### config.mk
export PLATFORM = sky130hd
export DESIGN_NAME = matrix_info_table
export DESIGN_NICKNAME = d
export VERILOG_FILES = /design/src/rtl/matrix_info_table.sv
export SDC_FILE = /design/constraint.sdc
export NUM_CORES = 1
export LEC_CHECK = 0
export CAP_MARGIN = 40
export CORE_AREA = 2 2 150 152
export CTS_CLUSTER_DIAMETER = 80
export CTS_CLUSTER_SIZE = 12
export DETAILED_ROUTE_END_ITERATION = 10
export DIE_AREA = 0 0 152 154
export SLEW_MARGIN = 25
export SYNTH_ARGS = -nofsm -noshare
export SYNTH_HDL_FRONTEND = slang
export SYNTH_SLANG_ARGS = --single-unit
### constraint.sdc
create_clock -name clk -period 10.54 [get_ports clk]
set_input_delay 3.162 -clock clk [delete_from_list [all_inputs] [get_ports clk]]
set_output_delay 3.162 -clock clk [all_outputs]
set_load 0.005 [all_outputs]
### src/rtl/matrix_info_table.sv
// ============================================================================
// Module   : matrix_info_table
// Purpose  : Per-(m,n) matrix occupancy table with store/delete/query/clear.
// Revision : 1.0
// ============================================================================
`default_nettype none

module matrix_info_table #(
  parameter int MAX_PER_DIM = 2,
  parameter bit OVERWRITE   = 1'b0
) (
  input  logic        clk,
  input  logic        rst_n,
  input  logic        req_valid,
  input  logic [1:0]  op,
  input  logic [2:0]  dim_m,
  input  logic [2:0]  dim_n,
  output logic        busy,
  output logic        done,
  output logic [1:0]  status,
  output logic [1:0]  slot,
  output logic [49:0] info_table,
  output logic [5:0]  total_count
);

  localparam logic [1:0] C_OP_STORE  = 2'b00;
  localparam logic [1:0] C_OP_DELETE = 2'b01;
  localparam logic [1:0] C_OP_QUERY  = 2'b10;
  localparam logic [1:0] C_OP_CLEAR  = 2'b11;

  localparam logic [1:0] C_ST_OK    = 2'b00;
  localparam logic [1:0] C_ST_BADIM = 2'b01;
  localparam logic [1:0] C_ST_FULL  = 2'b10;
  localparam logic [1:0] C_ST_EMPTY = 2'b11;

  localparam logic [1:0] C_MAX      = 2'(MAX_PER_DIM);
  localparam logic [1:0] C_PTR_LAST = 2'(MAX_PER_DIM - 1);

  typedef enum logic [1:0] {
    ST_IDLE   = 2'd0,
    ST_CHECK  = 2'd1,
    ST_UPDATE = 2'd2,
    ST_RESP   = 2'd3
  } state_t;

  state_t            state_q, state_d;
  logic [1:0]        op_q, op_d;
  logic [2:0]        m_q, m_d;
  logic [2:0]        n_q, n_d;
  logic [4:0]        idx_q, idx_d;
  logic              bad_q, bad_d;
  logic [24:0][1:0]  cnt_q, cnt_d;
  logic [24:0][1:0]  ptr_q, ptr_d;
  logic [5:0]        total_q, total_d;
  logic [1:0]        status_q, status_d;
  logic [1:0]        slot_q, slot_d;
  logic              busy_q, busy_d;
  logic              done_q, done_d;

  logic [1:0]        cnt_cur;
  logic [1:0]        ptr_cur;
  logic [6:0]        cnt_sum;

  assign cnt_cur = cnt_q[idx_q];
  assign ptr_cur = ptr_q[idx_q];

  always_comb begin
    state_d  = state_q;
    op_d     = op_q;
    m_d      = m_q;
    n_d      = n_q;
    idx_d    = idx_q;
    bad_d    = bad_q;
    cnt_d    = cnt_q;
    ptr_d    = ptr_q;
    status_d = status_q;
    slot_d   = slot_q;

    case (state_q)
      ST_IDLE: begin
        if (req_valid) begin
          op_d    = op;
          m_d     = dim_m;
          n_d     = dim_n;
          state_d = ST_CHECK;
        end
      end

      ST_CHECK: begin
        bad_d   = (op_q != C_OP_CLEAR) &&
                  ((m_q == 3'd0) || (m_q > 3'd5) || (n_q == 3'd0) || (n_q > 3'd5));
        idx_d   = ({2'b00, m_q} - 5'd1) * 5'd5 + {2'b00, n_q} - 5'd1;
        state_d = ST_UPDATE;
      end

      ST_UPDATE: begin
        state_d  = ST_RESP;
        status_d = C_ST_OK;
        slot_d   = 2'd0;
        if (bad_q) begin
          status_d = C_ST_BADIM;
        end else begin
          case (op_q)
            C_OP_STORE: begin
              if (cnt_cur < C_MAX) begin
                cnt_d[idx_q] = cnt_cur + 2'd1;
                slot_d       = cnt_cur;
              end else if (OVERWRITE) begin
                // Full entry: recycle the oldest slot round-robin.
                slot_d       = ptr_cur;
                ptr_d[idx_q] = (ptr_cur == C_PTR_LAST) ? 2'd0 : ptr_cur + 2'd1;
              end else begin
                status_d = C_ST_FULL;
              end
            end
            C_OP_DELETE: begin
              if (cnt_cur != 2'd0) begin
                cnt_d[idx_q] = cnt_cur - 2'd1;
                slot_d       = cnt_cur - 2'd1;
                if (cnt_cur == 2'd1) begin
                  ptr_d[idx_q] = 2'd0;
                end
              end else begin
                status_d = C_ST_EMPTY;
              end
            end
            C_OP_QUERY: begin
              slot_d   = cnt_cur;
              status_d = (cnt_cur == 2'd0) ? C_ST_EMPTY : C_ST_OK;
            end
            default: begin
              cnt_d = '0;
              ptr_d = '0;
            end
          endcase
        end
      end

      ST_RESP: begin
        state_d = ST_IDLE;
      end

      default: begin
        state_d = ST_IDLE;
      end
    endcase

    busy_d = (state_d != ST_IDLE);
    done_d = (state_d == ST_RESP);
  end

  // Total can reach 75 with three slots per entry; clamp to the 6-bit port.
  always_comb begin
    cnt_sum = 7'd0;
    for (int i = 0; i < 25; i++) begin
      cnt_sum = cnt_sum + {5'd0, cnt_d[i]};
    end
    total_d = (cnt_sum > 7'd63) ? 6'd63 : cnt_sum[5:0];
  end

  always_ff @(posedge clk or negedge rst_n) begin
    if (!rst_n) begin
      state_q  <= ST_IDLE;
      op_q     <= 2'd0;
      m_q      <= 3'd0;
      n_q      <= 3'd0;
      idx_q    <= 5'd0;
      bad_q    <= 1'b0;
      cnt_q    <= '0;
      ptr_q    <= '0;
      total_q  <= 6'd0;
      status_q <= 2'd0;
      slot_q   <= 2'd0;
      busy_q   <= 1'b0;
      done_q   <= 1'b0;
    end else begin
      state_q  <= state_d;
      op_q     <= op_d;
      m_q      <= m_d;
      n_q      <= n_d;
      idx_q    <= idx_d;
      bad_q    <= bad_d;
      cnt_q    <= cnt_d;
      ptr_q    <= ptr_d;
      total_q  <= total_d;
      status_q <= status_d;
      slot_q   <= slot_d;
      busy_q   <= busy_d;
      done_q   <= done_d;
    end
  end

  assign busy        = busy_q;
  assign done        = done_q;
  assign status      = status_q;
  assign slot        = slot_q;
  assign info_table  = cnt_q;
  assign total_count = total_q;

endmodule

`default_nettype wire
==> summary.txt, run 1 <==
Max Transition Viols Final -> 0
GRT overflow -> 0
Worst EP required -> 10,810 ps
Final setup viols -> 0
Antenna Nets Post-Route -> 0
Longest Clk Path Bufs -> 2
vias in the first global route -> 5,499
max cap viols -> 0
Global Route Usage Sum -> 18.63%
number of flops mapped to enable cells by yosys -> 0
maximum number of pins on one net before global-route repair -> 41
Slowest cell on crit path -> dfrtp_1
synth cell count leaders -> 78 x dfrtp_1, 69 x nand2_1, 56 x inv_1
worst-path maximum fanout -> 17
Final Hold Vio Count -> 0
CP Capture Type -> flip-flop
status -> finished clean
synthesized flop and latch total -> 78
Hold Path Class -> reg2reg
Post-CTS Setup Inserts -> 0
multi-input logic area -> 4071 sq um
post-synth top area cell -> dfrtp_1
number of diodes -> 0
layout net count -> 804
syn avg cell area -> 9.749 sq um
hold buffers post-CTS -> 0
Port Buffers -> 72
Finished Layout Cells -> 1,006
area share of the largest cell type after synthesis -> 30.38%
Least-Margin Pin Slew -> 862.2 ps
DR WL/cell -> 21.30 um
CTS tree -> yes
Worst-Skew Late Latency -> 350 ps
TNS Setup -> 0 ps
Reg area -> 1952 sq um
Die Footprint -> 23,410 sq um
top-count cell post-synth -> dfrtp_1
crit share post-route -> 86.44%
library cells used by synthesis -> 69
# resized after CTS -> 0
Worst path top cell family by delay -> adder cells
DP Cell Count -> 988
Initial Utilization -> 29.62%
initial antenna violation count -> 0
Layout area overhead -> 20.33%
IO Pins -> 73
Detailed Routing Iterations Pass 1 -> 5
Core Region -> 21,690 sq um
layout cells sized above 1 -> 9.504%
final hold slack -> 502.6 ps
final wirelength -> 21,430 um
H-tree levels -> 3
ys async rst share -> 100.0%
RSZ-0062 raised after global routing -> no
Top cell by count, worst path -> fa_1
CTS sink cnt -> 78
Worst slew margin -> 42.18%
Post-DP HPWL -> 16,270 um
Primary FF master, synth -> dfrtp_1
cells after synthesis -> 659
startpoint types -> flip-flop
num rows -> 54
WP data arrival -> 9380 ps
WP buf/inv -> 7
# fillers -> 2,204
vias per std cell -> 5.545
Chip Width -> 152 um
worst setup path category -> reg2reg
Post-Syn Nets -> 742
Tmin final -> 9111 ps
clk_skew -> 8.720 ps
yosys warns -> 0
DRC -> 0
top cells by area, synth -> dfrtp_1 30%, fa_1 15%, ha_1 4.9%
CTS clk-pin slew, worst paths -> 60 ps
Max Clk Rate -> 0.1098 GHz
via count -> 5,578
CP max stage delay -> 700 ps
CTS root buf -> clkbuf_16
Seq/Total Area, Yosys -> 30.38%
first-pass GRT wire length -> 33,340 um
DRT iter0 DRCs -> 664
Num CTS Buffers -> 9
synthesized area -> 6425 sq um
die span in y -> 154 um
GPL Wtd Cong -> 0.9381
[cells by family (layout without fill, tap and decap cells)]
| logic type | Yosys count | in the layout | share of synthesized area, % |
|---|---|---|---|
| adder cells (fa/ha/maj) | 72 | 72 | 19.51 |
| AND/OR/NAND/NOR | 192 | 192 | 14.59 |
| AO/OA/AOI/OAI | 184 | 184 | 20.43 |
| flip-flops | 78 | 78 | 30.38 |
| XOR/XNOR | 13 | 13 | 1.772 |
| buffers and inverters | 91 | 158 | 6.251 |
| multiplexers | 29 | 29 | 7.069 |
[state kept, by name, summed over array words and instances (netlist names)]
register,flops
status,2
state_q,2
m_q,3
slot,2
bad_q,1
done,1
busy,1
idx_q,5
info_table,50
total_count,6
n_q,3
op_q,2
[tightest hold or removal path, cell delays in order, from the launching register on]
cell     delay [ps]
dfrtp_1         350
a21oi_1          60
o21ai_0          60
[path summary, 6_finish.rpt]
path                       startpoint        endpoint  depth (start not counted)  slack (ps)
max                          idx_q[0]  total_count[2]                         29        1430
min                           slot[0]         slot[0]                          2         500
max reg2reg                  idx_q[0]  total_count[2]                         29        1430
min reg2reg                   slot[0]         slot[0]                          2         500
max in group asynchronous       rst_n  info_table[17]                          2        6810
min in group asynchronous       rst_n  info_table[43]                          1        2780
[per-stage QoR]
| stage | instance area [sq um] | util [%] | worst slack [ps] |
|---|---|---|---|
| 6_report | 7731 | 35.65 | 1429 |
| 5_1_grt | 7731 | 35.65 | 861.4 |
| 4_1_cts | 7711 | 35.55 | 1485 |
| 3_5_place_dp | 7388 | 34.07 | 1511 |
| 3_3_place_gp | 7381 | 34.03 | 1639 |
| 2_1_floorplan | 6425 | - | 3093 |
[area by class of cell]
class	instances	area share, %
clock buffers	9	2.913
flip-flops and latches	78	25.25
well taps	280	4.531
inverters	57	2.767
repair buffers	85	10.62
clock inverters	7	1.262
multi-input cells	490	52.66
[routing by layer]
layer	global-route usage [%]	share of wire, %	routed length (um)
met2	28.59	45	9627
met3	3.777	8.9	1899
met5	0	0	0
met1	25.30	42	9014
met4	8.723	4.1	886
[layout by cell type (no fill, tap or decap), types with 4 or more instances in the layout]
| master | instances |
|---|---|
| a21o_1 | 6 |
| a21oi_1 | 18 |
| a22o_1 | 17 |
| a22oi_1 | 18 |
| a31oi_1 | 8 |
| a32oi_1 | 4 |
| buf_4 | 12 |
| clkbuf_16 | 9 |
| clkdlybuf4s50_1 | 71 |
| dfrtp_1 | 78 |
| fa_1 | 47 |
| ha_1 | 25 |
| inv_1 | 56 |
| mux2_2 | 11 |
| mux2i_1 | 6 |
| mux4_2 | 11 |
| nand2_1 | 69 |
| nand2b_1 | 6 |
| nand3_1 | 8 |
| nand4_1 | 14 |
| nor2_1 | 46 |
| nor2b_1 | 11 |
| nor3_1 | 8 |
| o211ai_1 | 7 |
| o21a_1 | 10 |
| o21ai_0 | 46 |
| o22ai_1 | 6 |
| o2bb2ai_1 | 5 |
| o311ai_0 | 4 |
| o31ai_1 | 8 |
| or2_2 | 5 |
| xnor2_1 | 13 |
Power of run 1 is not shown: default switching activity piles up to over one toggle a cycle in this logic, so the estimate is an artifact.
==> run 2, diff against run 1 <==
--- a/config.mk
+++ b/config.mk
@@ -5,12 +5,13 @@
 export SDC_FILE = /design/constraint.sdc
 export NUM_CORES = 1
 export LEC_CHECK = 0
+export ABC_AREA = 1
 export CAP_MARGIN = 40
-export CORE_AREA = 2 2 150 152
+export CORE_AREA = 2 2 164 166
 export CTS_CLUSTER_DIAMETER = 80
 export CTS_CLUSTER_SIZE = 12
 export DETAILED_ROUTE_END_ITERATION = 10
-export DIE_AREA = 0 0 152 154
+export DIE_AREA = 0 0 166 168
 export SLEW_MARGIN = 25
 export SYNTH_ARGS = -nofsm -noshare
 export SYNTH_HDL_FRONTEND = slang
==> summary.txt, run 2 <==
status -> finished clean
yosys warns -> 0
Initial Utilization -> 29.27%
Seq/Total Area, Yosys -> 25.30%
max FFs per register -> 50
WP data arrival -> 8780 ps
Port Buffers -> 72
Max Clk Rate -> 0.1177 GHz
# resized after CTS -> 0
vias per std cell -> 5.046
most frequent cells in the layout -> 338 x nand2_1, 137 x inv_1, 100 x o21ai_0
first-pass GRT wire length -> 42,440 um
synthesized area -> 7714 sq um
Worst-Skew Late Latency -> 360 ps
post-synth top area cell -> dfrtp_1
CP Capture Type -> flip-flop
Synth Area in XOR/XNOR -> 1.363%
initial antenna violation count -> 0
layout net count -> 1,255
ys async rst share -> 100.0%
top-count cell post-synth -> nand2_1
final hold slack -> 505.2 ps
CTS root buf -> clkbuf_16
maximum number of pins on one net before global-route repair -> 79
IO Pins -> 73
Synth Area in Simple Gates -> 30.92%
TNS Setup -> 0 ps
final wirelength -> 27,200 um
library cells used by synthesis -> 44
commonest non-fill, non-tap cell in the layout -> nand2_1
multi-input logic area -> 4858 sq um
Tmin final -> 8500 ps
Post-DP HPWL -> 20,630 um
DRT iter0 DRCs -> 928
CTS tree -> yes
CTS sink cnt -> 78
CTS clk-pin slew, worst paths -> 60 ps
layout cells sized above 1 -> 7.392%
syn avg cell area -> 6.826 sq um
die span in y -> 168 um
Final Hold Vio Count -> 0
# fillers -> 2,815
GPL Wtd Cong -> 0.9664
Num CTS Buffers -> 9
Slowest cell on crit path -> nor2_1
Post-Syn Nets -> 1,213
vias in the first global route -> 7,346
RSZ-0062 raised after global routing -> no
cells after synthesis -> 1,130
Core Region -> 26,350 sq um
Post-Synth Adder-Cell Area -> 16.25%
Top cell by count, worst path -> fa_1
Layout area overhead -> 16.37%
Max Transition Viols Final -> 0
multiplexer share of the synthesized area -> 0.2920%
Chip Width -> 166 um
Die Footprint -> 27,890 sq um
Final setup viols -> 0
DR WL/cell -> 17.92 um
Primary FF master, synth -> dfrtp_1
Least-Margin Pin Slew -> 789.7 ps
clk_skew -> 8.095 ps
Post-CTS Setup Inserts -> 0
synth cell count leaders -> 338 x nand2_1, 137 x inv_1, 100 x o21ai_0
startpoint types -> flip-flop
number of flops mapped to enable cells by yosys -> 0
worst-path maximum fanout -> 46
via count -> 7,660
CP max stage delay -> 670 ps
worst setup path category -> reg2reg
Hold Path Class -> reg2reg
crit share post-route -> 80.64%
Detailed Routing Iterations Pass 1 -> 5
largest family of logic cells by synthesized area -> simple AND/OR/NAND/NOR gates
Worst slew margin -> 47.03%
hold buffers post-CTS -> 0
Compound-Gate Fraction of Synth Area -> 14.00%
area share of the largest cell type after synthesis -> 25.30%
DRC -> 0
max cap viols -> 0
Antenna Nets Post-Route -> 0
number of diodes -> 0
H-tree levels -> 3
Worst EP required -> 10,820 ps
top cells by area, synth -> dfrtp_1 25%, nand2_1 16%, fa_1 12%
GRT overflow -> 0
Reg area -> 1952 sq um
synthesized flop and latch total -> 78
num rows -> 60
Longest Clk Path Bufs -> 2
Global Route Usage Sum -> 19.72%
==> run 2: worst paths after layout <==
kind                                  endpoint  startpoint  slack [ps]  cells after the start
max in group asynchronous       info_table[46]       rst_n        7270                      2
worst min register to register       status[0]   status[0]         510                      2
min in group asynchronous       info_table[45]       rst_n        2690                      1
worst min-delay path                 status[0]   status[0]         510                      2
worst max register to register  total_count[3]    idx_q[0]        2040                     31
worst max-delay path            total_count[3]    idx_q[0]        2040                     31
==> run 2: cell families (layout without fill, tap and decap cells) <==
| group | after synthesis | in the layout |
|---|---|---|
| AOI/OAI and AO/OA | 195 | 195 |
| and+or+nand+nor | 556 | 556 |
| muxes | 2 | 2 |
| adders and majority gates | 72 | 72 |
| buffers and inverters | 215 | 262 |
| DFF | 78 | 78 |
| xor gates and xnor gates | 12 | 12 |
==> run 2: area by class of cell <==
cell class | count | share of cell area (%)
inverter | 164 | 6.914
clock inverter | 4 | 0.6133
timing repair buffer | 82 | 9.102
clock buffer | 12 | 2.746
tap | 341 | 4.753
sequential | 78 | 21.75
multi-input combinational | 837 | 54.13
==> run 2: per-stage QoR <==
step | instance area, sq um | instances | worst slack, ps | utilization, %
finish | 8976 | 1518 | 2040 | 34.06
global route | 8976 | 1518 | 1459 | 34.06
CTS | 8949 | 1517 | 2088 | 33.96
detailed placement | 8647 | 1501 | 2106 | 32.82
global placement | 8643 | 1501 | 2272 | 32.80
floorplan | 7714 | 1130 | 3090 | -
==> run 2: metal layers <==
metal	up-vias	GRT usage (%)	wire, um
li1	3655	-	-
met1	3634	25.36	11210
met5	-	0	0
met3	61	3.126	1824
met4	0	8.809	1169
met2	310	32.83	13000
==> run 2: worst max-delay path: cells and delay by family, from the launching register on <==
kind            cells  cell delay [ps]
fa+ha+maj           8             3660
flops               1              590
compound gates      4              600
xor+xnor            1              190
buf+inv             3              690
simple gates       15             2680
Power of run 2 is left out for the same reason.
